**src/rtl/glitc_multi_conf_controller_if.sv**
```systemverilog
// Wishbone slave bundle for the GLITC configuration controller.
// Signal names are from the slave's point of view.
interface glitc_wb_if;
    logic        cyc_i;
    logic        stb_i;
    logic        we_i;
    logic [4:0]  adr_i;
    logic [3:0]  sel_i;
    logic [31:0] dat_i;
    logic [31:0] dat_o;
    logic        ack_o;
    logic        err_o;
    logic        rty_o;

    modport master (output cyc_i, stb_i, we_i, adr_i, sel_i, dat_i,
                    input  dat_o, ack_o, err_o, rty_o);
    modport slave  (input  cyc_i, stb_i, we_i, adr_i, sel_i, dat_i,
                    output dat_o, ack_o, err_o, rty_o);
endinterface

```
**src/rtl/glitc_multi_conf_controller.sv**
```systemverilog
// Wishbone-controlled configuration sequencer for NCH GLITC FPGAs.
// Each channel runs its own PROGRAM_B / INIT_B / DONE sequence with bounded waits.
module glitc_conf_ch #(
    parameter int PROG_CYCLES  = 16,
    parameter int TO_BITS      = 24,
    parameter int INIT_TIMEOUT = 4096,
    parameter int DONE_TIMEOUT = 2**24-1
) (
    input  logic       clk_i,
    input  logic       rst_i,
    input  logic       start,
    input  logic       abort,
    input  logic       cfg_set,
    input  logic [3:0] err_clr,
    input  logic       init_sync,
    input  logic       done_sync,
    output logic       prog_b,
    output logic [3:0] state_code,
    output logic [3:0] err,
    output logic       cfg_done,
    output logic       busy,
    output logic       gready
);
    typedef enum logic [3:0] {
        IDLE = 4'd0, PROG = 4'd1, WAIT_INIT = 4'd2, LOAD = 4'd3, READY = 4'd4, ERROR = 4'd5
    } state_t;

    localparam logic [TO_BITS-1:0] PROG_LAST = TO_BITS'(PROG_CYCLES - 1);
    localparam logic [TO_BITS-1:0] INIT_TO   = TO_BITS'(INIT_TIMEOUT);
    localparam logic [TO_BITS-1:0] DONE_TO   = TO_BITS'(DONE_TIMEOUT);

    state_t             state, state_n;
    logic [TO_BITS-1:0] cnt, cnt_n, cnt_inc;
    // err bits: [0] init_to, [1] done_to, [2] crc_err, [3] lost_done
    logic [3:0]         err_set;

    always_comb begin
        state_n = state;
        cnt_n   = cnt;
        err_set = 4'b0;
        cnt_inc = (&cnt) ? cnt : cnt + 1'b1;
        if (abort) begin
            state_n = IDLE;
            cnt_n   = '0;
        end else if (start) begin
            state_n = PROG;
            cnt_n   = '0;
        end else begin
            case (state)
                IDLE: ;
                PROG: begin
                    if (cnt == PROG_LAST) begin
                        state_n = WAIT_INIT;
                        cnt_n   = '0;
                    end else begin
                        cnt_n = cnt_inc;
                    end
                end
                WAIT_INIT: begin
                    if (init_sync) begin
                        state_n = LOAD;
                        cnt_n   = '0;
                    end else if (cnt_inc >= INIT_TO) begin
                        state_n    = ERROR;
                        err_set[0] = 1'b1;
                    end else begin
                        cnt_n = cnt_inc;
                    end
                end
                LOAD: begin
                    // DONE is checked first so it wins over a coincident INIT_B drop
                    if (done_sync) begin
                        state_n = READY;
                    end else if (!init_sync) begin
                        state_n    = ERROR;
                        err_set[2] = 1'b1;
                    end else if (cnt_inc >= DONE_TO) begin
                        state_n    = ERROR;
                        err_set[1] = 1'b1;
                    end else begin
                        cnt_n = cnt_inc;
                    end
                end
                READY: begin
                    if (!done_sync) begin
                        state_n    = ERROR;
                        err_set[3] = 1'b1;
                    end
                end
                ERROR: ;
                default: state_n = IDLE;
            endcase
        end
    end

    always_ff @(posedge clk_i) begin
        if (rst_i) begin
            state    <= IDLE;
            cnt      <= '0;
            err      <= 4'b0;
            cfg_done <= 1'b0;
            prog_b   <= 1'b1;
        end else begin
            state  <= state_n;
            cnt    <= cnt_n;
            prog_b <= (state_n != PROG);
            if (abort || start)
                cfg_done <= 1'b0;
            else if (cfg_set)
                cfg_done <= 1'b1;
            // set wins over a simultaneous write-1-to-clear
            if (start && !abort)
                err <= 4'b0;
            else
                err <= (err & ~err_clr) | err_set;
        end
    end

    assign state_code = state;
    assign busy       = (state == PROG) || (state == WAIT_INIT) || (state == LOAD);
    assign gready     = (state == READY) && cfg_done;
endmodule

module glitc_multi_conf_controller #(
    parameter int NCH          = 4,
    parameter int PROG_CYCLES  = 16,
    parameter int TO_BITS      = 24,
    parameter int INIT_TIMEOUT = 4096,
    parameter int DONE_TIMEOUT = 2**24-1
) (
    input  logic           clk_i,
    input  logic           rst_i,
    glitc_wb_if.slave      wb,
    output logic [NCH-1:0] gready_o,
    output logic           irq_o,
    output logic [NCH-1:0] PROGRAM_B,
    input  logic [NCH-1:0] INIT_B,
    input  logic [NCH-1:0] DONE
);
    logic                  ack_q;
    logic [NCH-1:0]        init_s1, init_sync, done_s1, done_sync;
    logic                  wr, ctrl_wr, err_wr;
    logic [1:0]            word;
    logic [NCH-1:0]        start_v, abort_v, cfg_set_v, cfg_done, busy;
    logic [NCH-1:0][3:0]   err_clr_v, err_v, state_v;
    logic [3:0][7:0]       status_lane, err_lane;
    logic                  unused_ok;

    always_ff @(posedge clk_i) begin
        if (rst_i) begin
            ack_q     <= 1'b0;
            init_s1   <= '0;
            init_sync <= '0;
            done_s1   <= '0;
            done_sync <= '0;
        end else begin
            ack_q     <= wb.cyc_i & wb.stb_i;
            init_s1   <= INIT_B;
            init_sync <= init_s1;
            done_s1   <= DONE;
            done_sync <= done_s1;
        end
    end

    assign wb.ack_o = ack_q & wb.cyc_i & wb.stb_i;
    assign wb.err_o = 1'b0;
    assign wb.rty_o = 1'b0;

    // Only the first cycle of an access writes, so a held strobe cannot restart PROG twice.
    assign word    = wb.adr_i[3:2];
    assign wr      = wb.cyc_i & wb.stb_i & wb.we_i & ~ack_q;
    assign ctrl_wr = wr && (word == 2'd0);
    assign err_wr  = wr && (word == 2'd1);
    assign unused_ok = &{1'b0, wb.sel_i, wb.adr_i[4], wb.adr_i[1:0], wb.dat_i};

    always_comb begin
        for (int n = 0; n < NCH; n++) begin
            start_v[n]   = ctrl_wr & wb.dat_i[n];
            cfg_set_v[n] = ctrl_wr & wb.dat_i[8+n];
            abort_v[n]   = ctrl_wr & wb.dat_i[16+n];
            err_clr_v[n] = err_wr ? {wb.dat_i[24+n], wb.dat_i[16+n], wb.dat_i[8+n], wb.dat_i[n]}
                                  : 4'b0;
        end
    end

    for (genvar n = 0; n < NCH; n++) begin : g_ch
        glitc_conf_ch #(
            .PROG_CYCLES  (PROG_CYCLES),
            .TO_BITS      (TO_BITS),
            .INIT_TIMEOUT (INIT_TIMEOUT),
            .DONE_TIMEOUT (DONE_TIMEOUT)
        ) u_ch (
            .clk_i      (clk_i),
            .rst_i      (rst_i),
            .start      (start_v[n]),
            .abort      (abort_v[n]),
            .cfg_set    (cfg_set_v[n]),
            .err_clr    (err_clr_v[n]),
            .init_sync  (init_sync[n]),
            .done_sync  (done_sync[n]),
            .prog_b     (PROGRAM_B[n]),
            .state_code (state_v[n]),
            .err        (err_v[n]),
            .cfg_done   (cfg_done[n]),
            .busy       (busy[n]),
            .gready     (gready_o[n])
        );
    end

    always_comb begin
        status_lane = '0;
        err_lane    = '0;
        for (int n = 0; n < NCH; n++) begin
            status_lane[0][n] = busy[n];
            status_lane[1][n] = cfg_done[n];
            status_lane[2][n] = init_sync[n];
            status_lane[3][n] = done_sync[n];
            for (int b = 0; b < 4; b++)
                err_lane[b][n] = err_v[n][b];
        end
    end

    always_comb begin
        case (word)
            2'd0:    wb.dat_o = status_lane;
            2'd1:    wb.dat_o = err_lane;
            2'd2:    wb.dat_o = 32'(state_v);
            default: wb.dat_o = 32'h0;
        endcase
    end

    assign irq_o = |err_v;
endmodule

```
**src/flat_wrapper.sv**
```systemverilog
// flat-port wrapper written by rule: the top's interface ports become plain ports
module glitc_multi_conf_controller_flat 
#(
    parameter int NCH          = 4,
    parameter int PROG_CYCLES  = 16,
    parameter int TO_BITS      = 24,
    parameter int INIT_TIMEOUT = 4096,
    parameter int DONE_TIMEOUT = 2**24-1
)
  (clk_i, rst_i, gready_o, irq_o, PROGRAM_B, INIT_B, DONE, wb_cyc_i, wb_stb_i, wb_we_i, wb_adr_i, wb_sel_i, wb_dat_i, wb_dat_o, wb_ack_o, wb_err_o, wb_rty_o);
  glitc_wb_if wb_i ();
  input  logic clk_i;
  input  logic rst_i;
  output logic [NCH-1:0] gready_o;
  output logic irq_o;
  output logic [NCH-1:0] PROGRAM_B;
  input  logic [NCH-1:0] INIT_B;
  input  logic [NCH-1:0] DONE;
  input wire logic [$bits(wb_i.cyc_i)-1:0] wb_cyc_i;
  input wire logic [$bits(wb_i.stb_i)-1:0] wb_stb_i;
  input wire logic [$bits(wb_i.we_i)-1:0] wb_we_i;
  input wire logic [$bits(wb_i.adr_i)-1:0] wb_adr_i;
  input wire logic [$bits(wb_i.sel_i)-1:0] wb_sel_i;
  input wire logic [$bits(wb_i.dat_i)-1:0] wb_dat_i;
  output wire logic [$bits(wb_i.dat_o)-1:0] wb_dat_o;
  output wire logic [$bits(wb_i.ack_o)-1:0] wb_ack_o;
  output wire logic [$bits(wb_i.err_o)-1:0] wb_err_o;
  output wire logic [$bits(wb_i.rty_o)-1:0] wb_rty_o;
  assign wb_i.cyc_i = wb_cyc_i;
  assign wb_i.stb_i = wb_stb_i;
  assign wb_i.we_i = wb_we_i;
  assign wb_i.adr_i = wb_adr_i;
  assign wb_i.sel_i = wb_sel_i;
  assign wb_i.dat_i = wb_dat_i;
  assign wb_dat_o = wb_i.dat_o;
  assign wb_ack_o = wb_i.ack_o;
  assign wb_err_o = wb_i.err_o;
  assign wb_rty_o = wb_i.rty_o;
  glitc_multi_conf_controller #(.NCH(NCH), .PROG_CYCLES(PROG_CYCLES), .TO_BITS(TO_BITS), .INIT_TIMEOUT(INIT_TIMEOUT), .DONE_TIMEOUT(DONE_TIMEOUT)) u_core (.clk_i(clk_i), .rst_i(rst_i), .wb(wb_i), .gready_o(gready_o), .irq_o(irq_o), .PROGRAM_B(PROGRAM_B), .INIT_B(INIT_B), .DONE(DONE));
endmodule
```
**config.mk**
```make
export PLATFORM = sky130hd
export DESIGN_NAME = glitc_multi_conf_controller_flat
export DESIGN_NICKNAME = d
export VERILOG_FILES = /design/src/rtl/glitc_multi_conf_controller_if.sv /design/src/rtl/glitc_multi_conf_controller.sv /design/src/flat_wrapper.sv
export SDC_FILE = /design/constraint.sdc
export NUM_CORES = 1
export LEC_CHECK = 0
export ABC_AREA = 1
export BUFFER_PORTS_ARGS = -buffer_cell sky130_fd_sc_hd__buf_2
export CAP_MARGIN = 0
export CORE_AREA = 2 2 174 176
export CTS_BUF_LIST = sky130_fd_sc_hd__clkbuf_2 sky130_fd_sc_hd__clkbuf_4 sky130_fd_sc_hd__clkbuf_8
export CTS_CLUSTER_DIAMETER = 200
export DETAILED_ROUTE_END_ITERATION = 8
export DIE_AREA = 0 0 176 178
export PLACE_DENSITY = 0.53
export SLEW_MARGIN = 20
export SYNTH_ARGS = -nofsm -noshare
export SYNTH_HDL_FRONTEND = slang
export SYNTH_SLANG_ARGS = --single-unit
```
**constraint.sdc**
```tcl
create_clock -name clk_i -period 3.44 [get_ports clk_i]
set_clock_uncertainty 0.05 [all_clocks]
set_input_delay 1.032 -clock clk_i [delete_from_list [all_inputs] [get_ports clk_i]]
set_output_delay 1.032 -clock clk_i [all_outputs]
set_load 0.02 [all_outputs]
```
# [Yosys cells after proc, flatten, opt, wreduce, memory -nomap -nowiden]
# Index checks and enable logic that the tools add are counted.
[word_totals] ff_bits=153 wordCells=298
[classes] add_sub_neg=4 magnitude_cmp=8 n_eq_ne=46 mux=125 n_bitwise=30 n_reduce_logical=60
[op_table] op="$mux 24" count=28
[op_table] op="$pmux 24 s3" count=4
[op_table] op="$mux 4" count=48
[op_table] op="$add 24x1->24 const B" count=4
[op_table] op="$eq 24x4->1 const B" count=4
[op_table] op="$ge 24x13->1 const B" count=4
[op_table] op="$ge 24x24->1 const B" count=4
[op_table] op="$reduce_and 24->1" count=4
[op_table] op="$pmux 28 s3" count=1
[op_table] op="$pmux 4 s5" count=4
[op_table] op="$eq 4x2->1 const B" count=8
[op_table] op="$eq 4x3->1 const B" count=8
[op_table] op="$mux 1" count=32
[op_table] op="$reduce_or 2->1" count=12
[op_table] op="$reduce_and 5->1" count=4
[op_table] op="$and 1x1->1" count=17
[op_table] op="$and 4x4->4" count=4
[op_table] op="$eq 4x1->1 const B" count=4
[op_table] op="$logic_not 4->1" count=4
[op_table] op="$mux 2" count=8
[op_table] op="$ne 2x2->1 const B" count=8
[op_table] op="$ne 4x1->1 const B" count=4
[op_table] op="$not 4->4" count=4
[op_table] op="$or 4x4->4" count=4
[op_table] op="other kinds (12)" count=47

# [Depth between registers and ports, before layout]
# Gate-level depths: netlist of the first run.
[depth] ltp_word=10 ltp_mapped=21 ltp_nobuf=19

# [By module]
# From an unflattened synthesis of the first run, not the netlist that was laid out.
[unflattened] hier_cells=2252 hier_area_um2=12229.2
[by_module_without_submodules] module="glitc_conf_ch (u_core.g_ch[3].u_ch)" n_inst=1 cells_each=523 area_each_um2=2875.3 seq_area_each_um2=680.7
[by_module_without_submodules] module="glitc_conf_ch (u_core.g_ch[2].u_ch)" n_inst=1 cells_each=521 area_each_um2=2812.7 seq_area_each_um2=680.7
[by_module_without_submodules] module="glitc_conf_ch (u_core.g_ch[1].u_ch)" n_inst=1 cells_each=502 area_each_um2=2695.1 seq_area_each_um2=680.7
[by_module_without_submodules] module="glitc_conf_ch (u_core.g_ch[0].u_ch)" n_inst=1 cells_each=495 area_each_um2=2661.3 seq_area_each_um2=680.7
[by_module_without_submodules] module="glitc_multi_conf_controller" n_inst=1 cells_each=211 area_each_um2=1184.9 seq_area_each_um2=340.3

# [Least setup slack after synthesis of the first run]
# OpenSTA, ideal clock, no wires.
[synth_path] path_kind="input port to output port" from="input port wb_adr_i[3]" to="output port wb_dat_o[16]" arrival_ns=2.065 slack_ns=0.293 cell_stages=3 n_path_buf=0 cell_sequence="nor2_1 -> inv_1 -> o21ai_0"
[synth_between] elab_chain_cells=2
[synth_rtl] item="from (decl)" line_no="flat_wrapper.sv:22" text="input wire logic [$bits(wb_i.adr_i)-1:0] wb_adr_i;"
[synth_rtl] item="$eq 2x2->1, or another cell as far along" line_no="glitc_multi_conf_controller.sv:224" text="case (word)"
[synth_rtl] item="$pmux 28 s3 (*)" line_no="glitc_multi_conf_controller.sv:224"
[synth_rtl] item="to (decl)" line_no="flat_wrapper.sv:25" text="output wire logic [$bits(wb_i.dat_o)-1:0] wb_dat_o;"
# Mark *: on every way between the ends. The rest lies on a longest branch, timed or not.

# [Final worst setup path of the first run]
[layout_path] from="input port wb_adr_i[2]" to="output port wb_dat_o[3]"
# Same word-level chain as after synthesis.

==> metrics.cfg, run 1 <==
[setup_path]
crit_chain = buf_2, inv_1, nand2_1, o211ai_1, buf_2
crit_required_ps = 2360
cp-start-kind = input pin
cp_data_arrival_time_ps = 2210
worst-path-buf-inv = 3
cp_max_fo = 9
cpPeakStageDelay_ps = 460
crit_family = compound AO/OA/AOI/OAI gates
cp-end-kind = output port
crit_slowest_cell = o211ai_1
path_class = input pin to output port
cp_common_cell = buf_2

[yosys]
syn_area_sq_um = 11700
synthArstFlopShare_pct = 0
synth_top_cell_by_area = dfxtp_1
synthXorXnorAreaFrac_pct = 2.02
ys_types = 41
synth_top_family_by_area = simple AND/OR/NAND/NOR gates
ys_ff_latch = 153
yosys_warnings = 0
yosys.area.top_type_share_pct = 26.2
avgSynthCellArea_sq_um = 5.58
synth_edf_count = 0
ys.flop_type = dfxtp_1
synth_cells = 2093
yosysSeqAreaShare_pct = 26.2
yosys.area_share.adder_pct = 0.428
synth-simple-area-share_pct = 49.2
synth_compound_area_share_pct = 9.07
synth_area_leaders = dfxtp_1 (26%), nand2_1 (23%), nor2_1 (13%), inv_1 (8.5%), nand3_1 (6.9%)
muxShareOfSynthArea_pct = 0

[clock_network]
post_cts_resized = 0
clock-sinks = 153
clk_path_buf_depth = 2
cts_hold_buf = 0
htree_levels = 4
cts_setup_buffers = 0
path_clk_slew_ps = 80
cts_buffers = 17
insertion_delay_ps = 480
clock-root-buffer = clkbuf_8
cts_tree = yes

[min_path]
min_path_type = register to register

[run_status]
status = finished, final reports clean

[global_route]
gr-usage-all-layers_pct = 23.2
antenna_found_initial = 0
grt_pass1_vias = 11700
grt_max_degree = 49
overflow = 0
grt_pass1_wl_um = 58400

[placed_design]
place_inst = 2543
dp.final_hpwl_um = 28000
place.gp.congestion = 0.966
portBuffers = 64

[timing]
tightest_slew_ps = 967
max_freq_mhz = 304
tns_ps = 0
slew_headroom_pct = 35.3
grt_setup_unrepaired = false
slew_viol_final = 0
hold_viol = 0
setup_violations = 0
min_period_ps = 3290
fin_crit_sh_pct = 95.6

[routing]
totalWireLength_um = 35800
dr.pass1.iters = 6
drt_iter0_drc = 1038
vias_per_cell = 4.93
wl_per_cell_um = 13.9
post-route-drc-count = 0
ant_nets = 0
num_vias = 12700

[pwr]
p_per_area_nw_per_um2 = 276
power.leakage_nw = 6.53
irDropWorstVdd_uv = 236

[cells_and_area]
layout.cells.non_filler = 2574
diodes = 0
finalNetCount = 2230
multi_input_area_sq_um = 7150
seq_area_sq_um = 3060
syn2layout_area_growth_pct = 11.1
fill_cells = 3319
drive_gt1_share_pct = 9.39

[floorplanning]
io_pins = 98
start_util_pct = 39.7
die_h_um = 178
rows = 63
die_width_um = 176
dieArea_sq_um = 31300
core-area_sq_um = 29400

[job]
maxCapViolCount = 0

## power breakdown
part / switching [mW] / internal (mW) / leakage (nW) / total, mW
sequential: 0.0169 / 1.79 / 1.24 / 1.80
combinational: 0.144 / 0.0612 / 5.09 / 0.205
clock: 0.756 / 0.812 / 0.211 / 1.57
total: 0.917 / 2.66 / 6.53 / 3.58
## synthesized netlist by cell type (2+ instances only)
master	instances
clkinv_1	3
nand3_1	161
xor2_1	24
nand2_4	5
nand4_1	51
buf_6	18
buf_2	15
nor2_2	10
ha_1	4
nor4_1	8
nand4_2	3
o21ai_1	7
buf_4	19
o221ai_1	4
a21oi_2	10
nand2_1	704
nor2_4	6
dfxtp_1	153
nand2_2	7
o211ai_1	4
inv_2	4
nor2_1	389
a22o_1	3
o21ai_0	74
a211oi_1	4
a31oi_1	3
a21oi_1	70
clkbuf_1	20
nor2_8	2
a21boi_0	5
inv_1	265
or2_2	3
xnor2_1	3
and2_1	2
o21a_1	3
nand3_2	3
nor3_1	20
## state kept, by name, indices dropped and copies added (netlist names)
signal,flops
u_core.init_sync,4
u_core.g_ch.u_ch.err,16
u_core.g_ch.u_ch.state_code,16
u_core.init_s1,4
u_core.done_s1,4
u_core.ack_q,1
u_core.done_sync,4
u_core.g_ch.u_ch.prog_b,4
u_core.g_ch.u_ch.cnt,96
u_core.g_ch.u_ch.cfg_done,4
## metrics by stage
step           instance area (sq um)  hold WS (ps)  setup WS (ps)  power [mW]  utilization (%)
5_1_grt                        13000           374            141        3.74             44.1
3_3_place_gp                   12500           343            218        2.05             42.7
6_report                       13000           354            152        3.58             44.1
2_1_floorplan                  11700           338            293        1.98                -
3_5_place_dp                   12500           345            223        2.05             42.7
4_1_cts                        13000           357            211        3.62             44.1
## placed cells by master (no fill, tap or decap), drive strengths merged, types with 9 or more instances in the layout
cell,synthesis,routed
nand4,54,54
inv,269,269
o21ai,81,81
dfxtp,153,153
nor3,20,20
buf,52,119
xor2,24,24
clkinv,4,9
nor2,407,407
nand3,164,164
nand2,716,716
a21oi,80,80
clkbuf,20,19
conb,1,14
## cell families (layout without fill, tap and decap cells)
group,count (synthesis),count (layout)
AND/OR/NAND/NOR,1374,1374
AO/OA/AOI/OAI,189,189
flip-flops,153,153
other,1,14
buffers and inverters,345,423
XOR/XNOR,27,27
adder cells (fa/ha/maj),4,4
## path summary, 6_finish.rpt
check                                                 from                           to  slack (ps)  cells after the start
worst min-delay path                     u_core.init_s1[3]          u_core.init_sync[3]         350                      2
worst min register to register           u_core.init_s1[3]          u_core.init_sync[3]         350                      2
worst max-delay path                           wb_adr_i[2]                  wb_dat_o[3]         150                      5
worst max register to register  u_core.g_ch[2].u_ch.cnt[0]  u_core.g_ch[2].u_ch.cnt[14]         420                     19
## worst reg2reg max path: cells and delay by family (launching register included)
kind                     cells  cell delay [ps]
AND/OR/NAND/NOR             16             1800
flip-flops                   1              520
buffers and inverters        2              290
adder cells (fa/ha/maj)      1              260
## per-layer routing
layer | up-vias | global-route usage [%] | routed length (um)
met5 | - | 0 | 0
met4 | 0 | 5.58 | 459
met3 | 29 | 3.52 | 1300
met2 | 259 | 39.0 | 16300
met1 | 5718 | 31.4 | 17700
li1 | 6678 | - | -
## layout make-up
| type | count | share of cell area, % |
|---|---|---|
| multi-input combinational | 1608 | 55.1 |
| sequential | 153 | 23.6 |
| timing repair buffer | 119 | 6.33 |
| clock inverter | 12 | 1.35 |
| clock buffer | 19 | 1.97 |
| tap | 390 | 3.76 |
| inverter | 273 | 7.91 |
Note: power is estimated with default switching activity, not from simulation.
==> inputs of run 2 (changes only) <==
==> constraint.sdc (replaced) <==
create_clock -name clk_i -period 3.45 [get_ports clk_i]
set_clock_uncertainty 0.05 [all_clocks]
set_input_delay 1.035 -clock clk_i [delete_from_list [all_inputs] [get_ports clk_i]]
set_output_delay 1.035 -clock clk_i [all_outputs]
set_load 0.02 [all_outputs]
==> metrics.cfg, run 2 (synthesis results as in run 1) <==
[placed_design]
place.gp.congestion = 0.962
dp.final_hpwl_um = 28000
portBuffers = 64
place_inst = 2541

[timing]
whs_ps = 354
hold_viol = 0
min_period_ps = 3280
slew_headroom_pct = 34.9
fin_crit_sh_pct = 95.2
max_freq_mhz = 305
setup_violations = 0
slew_viol_final = 0
tns_ps = 0
grt_setup_unrepaired = false
tightest_slew_ps = 973

[cells_and_area]
drive_gt1_share_pct = 9.34
layout_common_cells = nand2_1 (704), nor2_1 (388), inv_1 (265), nand3_1 (161), dfxtp_1 (153)
layout.cells.non_filler = 2573
layout_commonest_cell = nand2_1
largest_reg_flops = 96
diodes = 0
syn2layout_area_growth_pct = 10.4
largest-register = u_core.g_ch.u_ch.cnt
finalNetCount = 2228

[routing]
drt_iter0_drc = 898
dr.pass1.iters = 5
ant_nets = 0
vias_per_cell = 4.91
totalWireLength_um = 35800
num_vias = 12600
post-route-drc-count = 0
wl_per_cell_um = 13.9

[global_route]
grt_pass1_wl_um = 58900
antenna_found_initial = 0
use_met3_pct = 3.64
gr-usage-all-layers_pct = 23.4
gr-usage-met2_pct = 39.5
overflow = 0
use_met1_pct = 31.0
grt.busiest_layer = met2
grt_max_degree = 49
grt_pass1_vias = 11800

[pwr]
p_per_area_nw_per_um2 = 260
power.leakage_nw = 6.49
irDropWorstVdd_uv = 224

[floorplanning]
die_h_um = 178
core-area_sq_um = 29400
start_util_pct = 39.7
rows = 63
io_pins = 98
die_width_um = 176
dieArea_sq_um = 31300

[clock_network]
clock-root-buffer = clkbuf_8
cts_setup_buffers = 0
clk_path_buf_depth = 2
htree_levels = 4
path_clk_slew_ps = 90
clock-sinks = 153
cts_buffers = 17
post_cts_resized = 0
cts_hold_buf = 0
cts_tree = yes
insertion_delay_ps = 490

[setup_path]
path_class = input pin to output port
cp-end-kind = output port
cp_max_fo = 9
cp-start-kind = input pin
cp_data_arrival_time_ps = 2200
crit_required_ps = 2360

[job]
maxCapViolCount = 0

[run_status]
status = finished, final reports clean

[min_path]
min_path_type = register to register

==> run 2: changes by cell type in the layout (fill, tap and decap cells not counted), sizes merged <==
cell    previous run  this run
buf              119       117
bufinv             4         0
clkbuf            19        18
inv              269       275
==> run 2: per-layer routing <==
metal,vias up,part of all wire [%]
li1,6673,-
met2,259,45
met4,0,1.9
met3,46,3.9
met5,-,0
met1,5661,49
==> run 2: final timing paths <==
check	start	end	slack [ps]	depth (start not counted)
hold reg to reg	u_core.init_s1[2]	u_core.init_sync[2]	350	2
setup / recovery	wb_adr_i[2]	wb_dat_o[3]	170	5
hold / removal	u_core.init_s1[2]	u_core.init_sync[2]	350	2
setup reg to reg	u_core.g_ch[2].u_ch.cnt[0]	u_core.g_ch[2].u_ch.cnt[14]	450	19
==> run 2: final cells by class <==
cell class	count	area [sq um]
fill	3309	16500
multi-input combinational	1608	7150
sequential	153	3060
inverter	273	1030
timing repair buffer	117	806
tap	390	488
clock buffer	18	248
clock inverter	14	114
==> run 2: critical path, stage by stage <==
cell      delay [ps]
buf_2            100
inv_1             90
nand2_1          270
o211ai_1         450
buf_2            250
==> run 2: through the flow <==
stage / util (%) / cell area (sq um) / worst slack, ps / power [mW]
5_1_grt: 43.8 / 12900 / 116 / 3.50
3_3_place_gp: 42.6 / 12500 / 217 / 2.04
3_5_place_dp: 42.6 / 12500 / 214 / 2.05
2_1_floorplan: - / 11700 / 297 / 1.97
6_report: 43.8 / 12900 / 166 / 3.35
4_1_cts: 43.8 / 12900 / 209 / 3.40
==> run 2: power breakdown <==
group / internal, mW / switching [mW] / total (mW)
combinational: 0.0610 / 0.143 / 0.204
clock: 0.532 / 0.818 / 1.35
sequential: 1.78 / 0.0167 / 1.80
==> inputs of run 3 (changes only) <==
==> constraint.sdc (replaced) <==
create_clock -name clk_i -period 3.45 [get_ports clk_i]
set_clock_uncertainty 0.05 [all_clocks]
set_input_delay 1.035 -clock clk_i [delete_from_list [all_inputs] [get_ports clk_i]]
set_output_delay 1.035 -clock clk_i [all_outputs]
set_load 0.005 [all_outputs]
==> metrics.cfg, run 3 (synthesis results as in run 1) <==
[cells_and_area]
drive_gt1_share_pct = 8.93
diodes = 0
layout_common_cells = nand2_1 (704), nor2_1 (388), inv_1 (265), nand3_1 (161), dfxtp_1 (153)
layout_commonest_cell = nand2_1
largest_reg_flops = 96
finalNetCount = 2219
syn2layout_area_growth_pct = 10.1
largest-register = u_core.g_ch.u_ch.cnt
fin_area_sq_um = 12900

[timing]
setup_violations = 0
grt_setup_unrepaired = false
hold_viol = 0
tns_ps = 0
min_period_ps = 3180
fin_crit_sh_pct = 92.1
max_freq_mhz = 315
slew_viol_final = 0
whs_ps = 352
slew_headroom_pct = 49.7
tightest_slew_ps = 750

[clock_network]
insertion_delay_ps = 500
cts_buffers = 17
clk_path_buf_depth = 2
clock-sinks = 153
clock-root-buffer = clkbuf_8
post_cts_resized = 0
htree_levels = 4
path_clk_slew_ps = 90
cts_hold_buf = 0
cts_setup_buffers = 0
cts_tree = yes

[pwr]
p_total_mw = 3.55
p_per_area_nw_per_um2 = 276
irDropWorstVdd_uv = 339
power.leakage_nw = 6.47

[setup_path]
worstReg2RegEnd = u_core.g_ch[2].u_ch.cnt[12]
crit_family = buffers and inverters
reg2reg_depth = 18
r2r-start = u_core.g_ch[2].u_ch.cnt[0]
cpPeakStageDelay_ps = 290
cp_max_fo = 12
reg2reg_slack_ps = 440
worst-path-buf-inv = 4
crit_chain = buf_2, inv_1, nand2_1, buf_4, o211ai_1, buf_2
cp_data_arrival_time_ps = 2090
crit_slowest_cell = o211ai_1
cp_common_cell = buf_2
path_class = input pin to output port
crit_required_ps = 2360
cp-start-kind = input pin
cp-end-kind = output port

[min_path]
min_path_type = register to register
whs_endpoint = u_core.init_sync[2]
min-delay-start = u_core.init_s1[2]
hold_depth = 2

[job]
maxCapViolCount = 0

[floorplanning]
core-area_sq_um = 29400
rows = 63
io_pins = 98
die_h_um = 178
start_util_pct = 39.7
die_width_um = 176
dieArea_sq_um = 31300

[global_route]
overflow = 0
grt_max_degree = 43
grt_pass1_wl_um = 59100
gr-usage-all-layers_pct = 23.6
grt_pass1_vias = 11500
antenna_found_initial = 0

[routing]
vias_per_cell = 4.91
dr.pass1.iters = 7
drt_iter0_drc = 906
ant_nets = 0
totalWireLength_um = 36100
num_vias = 12600
wl_per_cell_um = 14.1
post-route-drc-count = 0

[placed_design]
placed_area_sq_um = 12400
dp.final_hpwl_um = 27800
portBuffers = 64
place.gp.congestion = 0.952

[run_status]
status = finished, final reports clean

## run 3: cell types whose count changed in the layout (fill, tap and decap cells not counted)
cell / previous run / this run
clkinv_4: 3 / 4
inv_8: 1 / 0
clkinv_2: 3 / 1
bufinv_16: 0 / 3
inv_6: 5 / 3
buf_12: 7 / 5
buf_4: 46 / 39
clkinvlp_4: 3 / 2
clkbuf_8: 18 / 19
## run 3: routing by layer
layer | vias up | global-route usage [%] | part of all wire, %
met5 | - | 0 | 0
met3 | 48 | 3.56 | 3.6
met1 | 5653 | 32.2 | 49
li1 | 6637 | - | -
met2 | 240 | 38.1 | 45
met4 | 0 | 7.54 | 2.4
## run 3: tightest hold or removal path, cell delays in order (launching register included)
cell	delay (ps)
dfxtp_1	300
inv_1	40
nor2_1	30
## run 3: layout make-up
type,count,area (sq um)
Tap cell,390,488
Inverter,273,1030
Timing Repair Buffer,108,713
Multi-Input combinational cell,1608,7150
Clock buffer,19,262
Fill cell,3336,16500
Sequential cell,153,3060
Clock inverter,12,166
## run 3: where the power goes
part           leakage [nW]  internal (mW)  switching [mW]
Sequential             1.24           1.78          0.0167
Combinational          5.02         0.0575           0.130
Clock                 0.209          0.761           0.801
Total                  6.47           2.60           0.948
## run 3: per-stage QoR
stage | std cells | worst slack, ps | util [%]
after floorplan | 2106 | 600 | -
after global placement | 2532 | 273 | 42.3
final | 2563 | 271 | 43.8
after CTS | 2563 | 255 | 43.8
after detailed placement | 2532 | 261 | 42.3
after global routing | 2563 | 95.5 | 43.8
## run 3: worst max-delay path by stage
| stage | start | endpoint | cells after the start |
|---|---|---|---|
| 6_report | wb_adr_i[2] | wb_dat_o[3] | 6 |
| 5_1_grt | u_core.g_ch[2].u_ch.cnt[1] | u_core.g_ch[2].u_ch.cnt[12] | 18 |
| 4_1_cts | wb_adr_i[2] | wb_dat_o[9] | 6 |
| 3_5_place_dp | wb_adr_i[2] | wb_dat_o[9] | 6 |
| 3_3_place_gp | wb_adr_i[2] | wb_dat_o[9] | 6 |
| 2_1_floorplan | wb_adr_i[3] | wb_dat_o[2] | 3 |
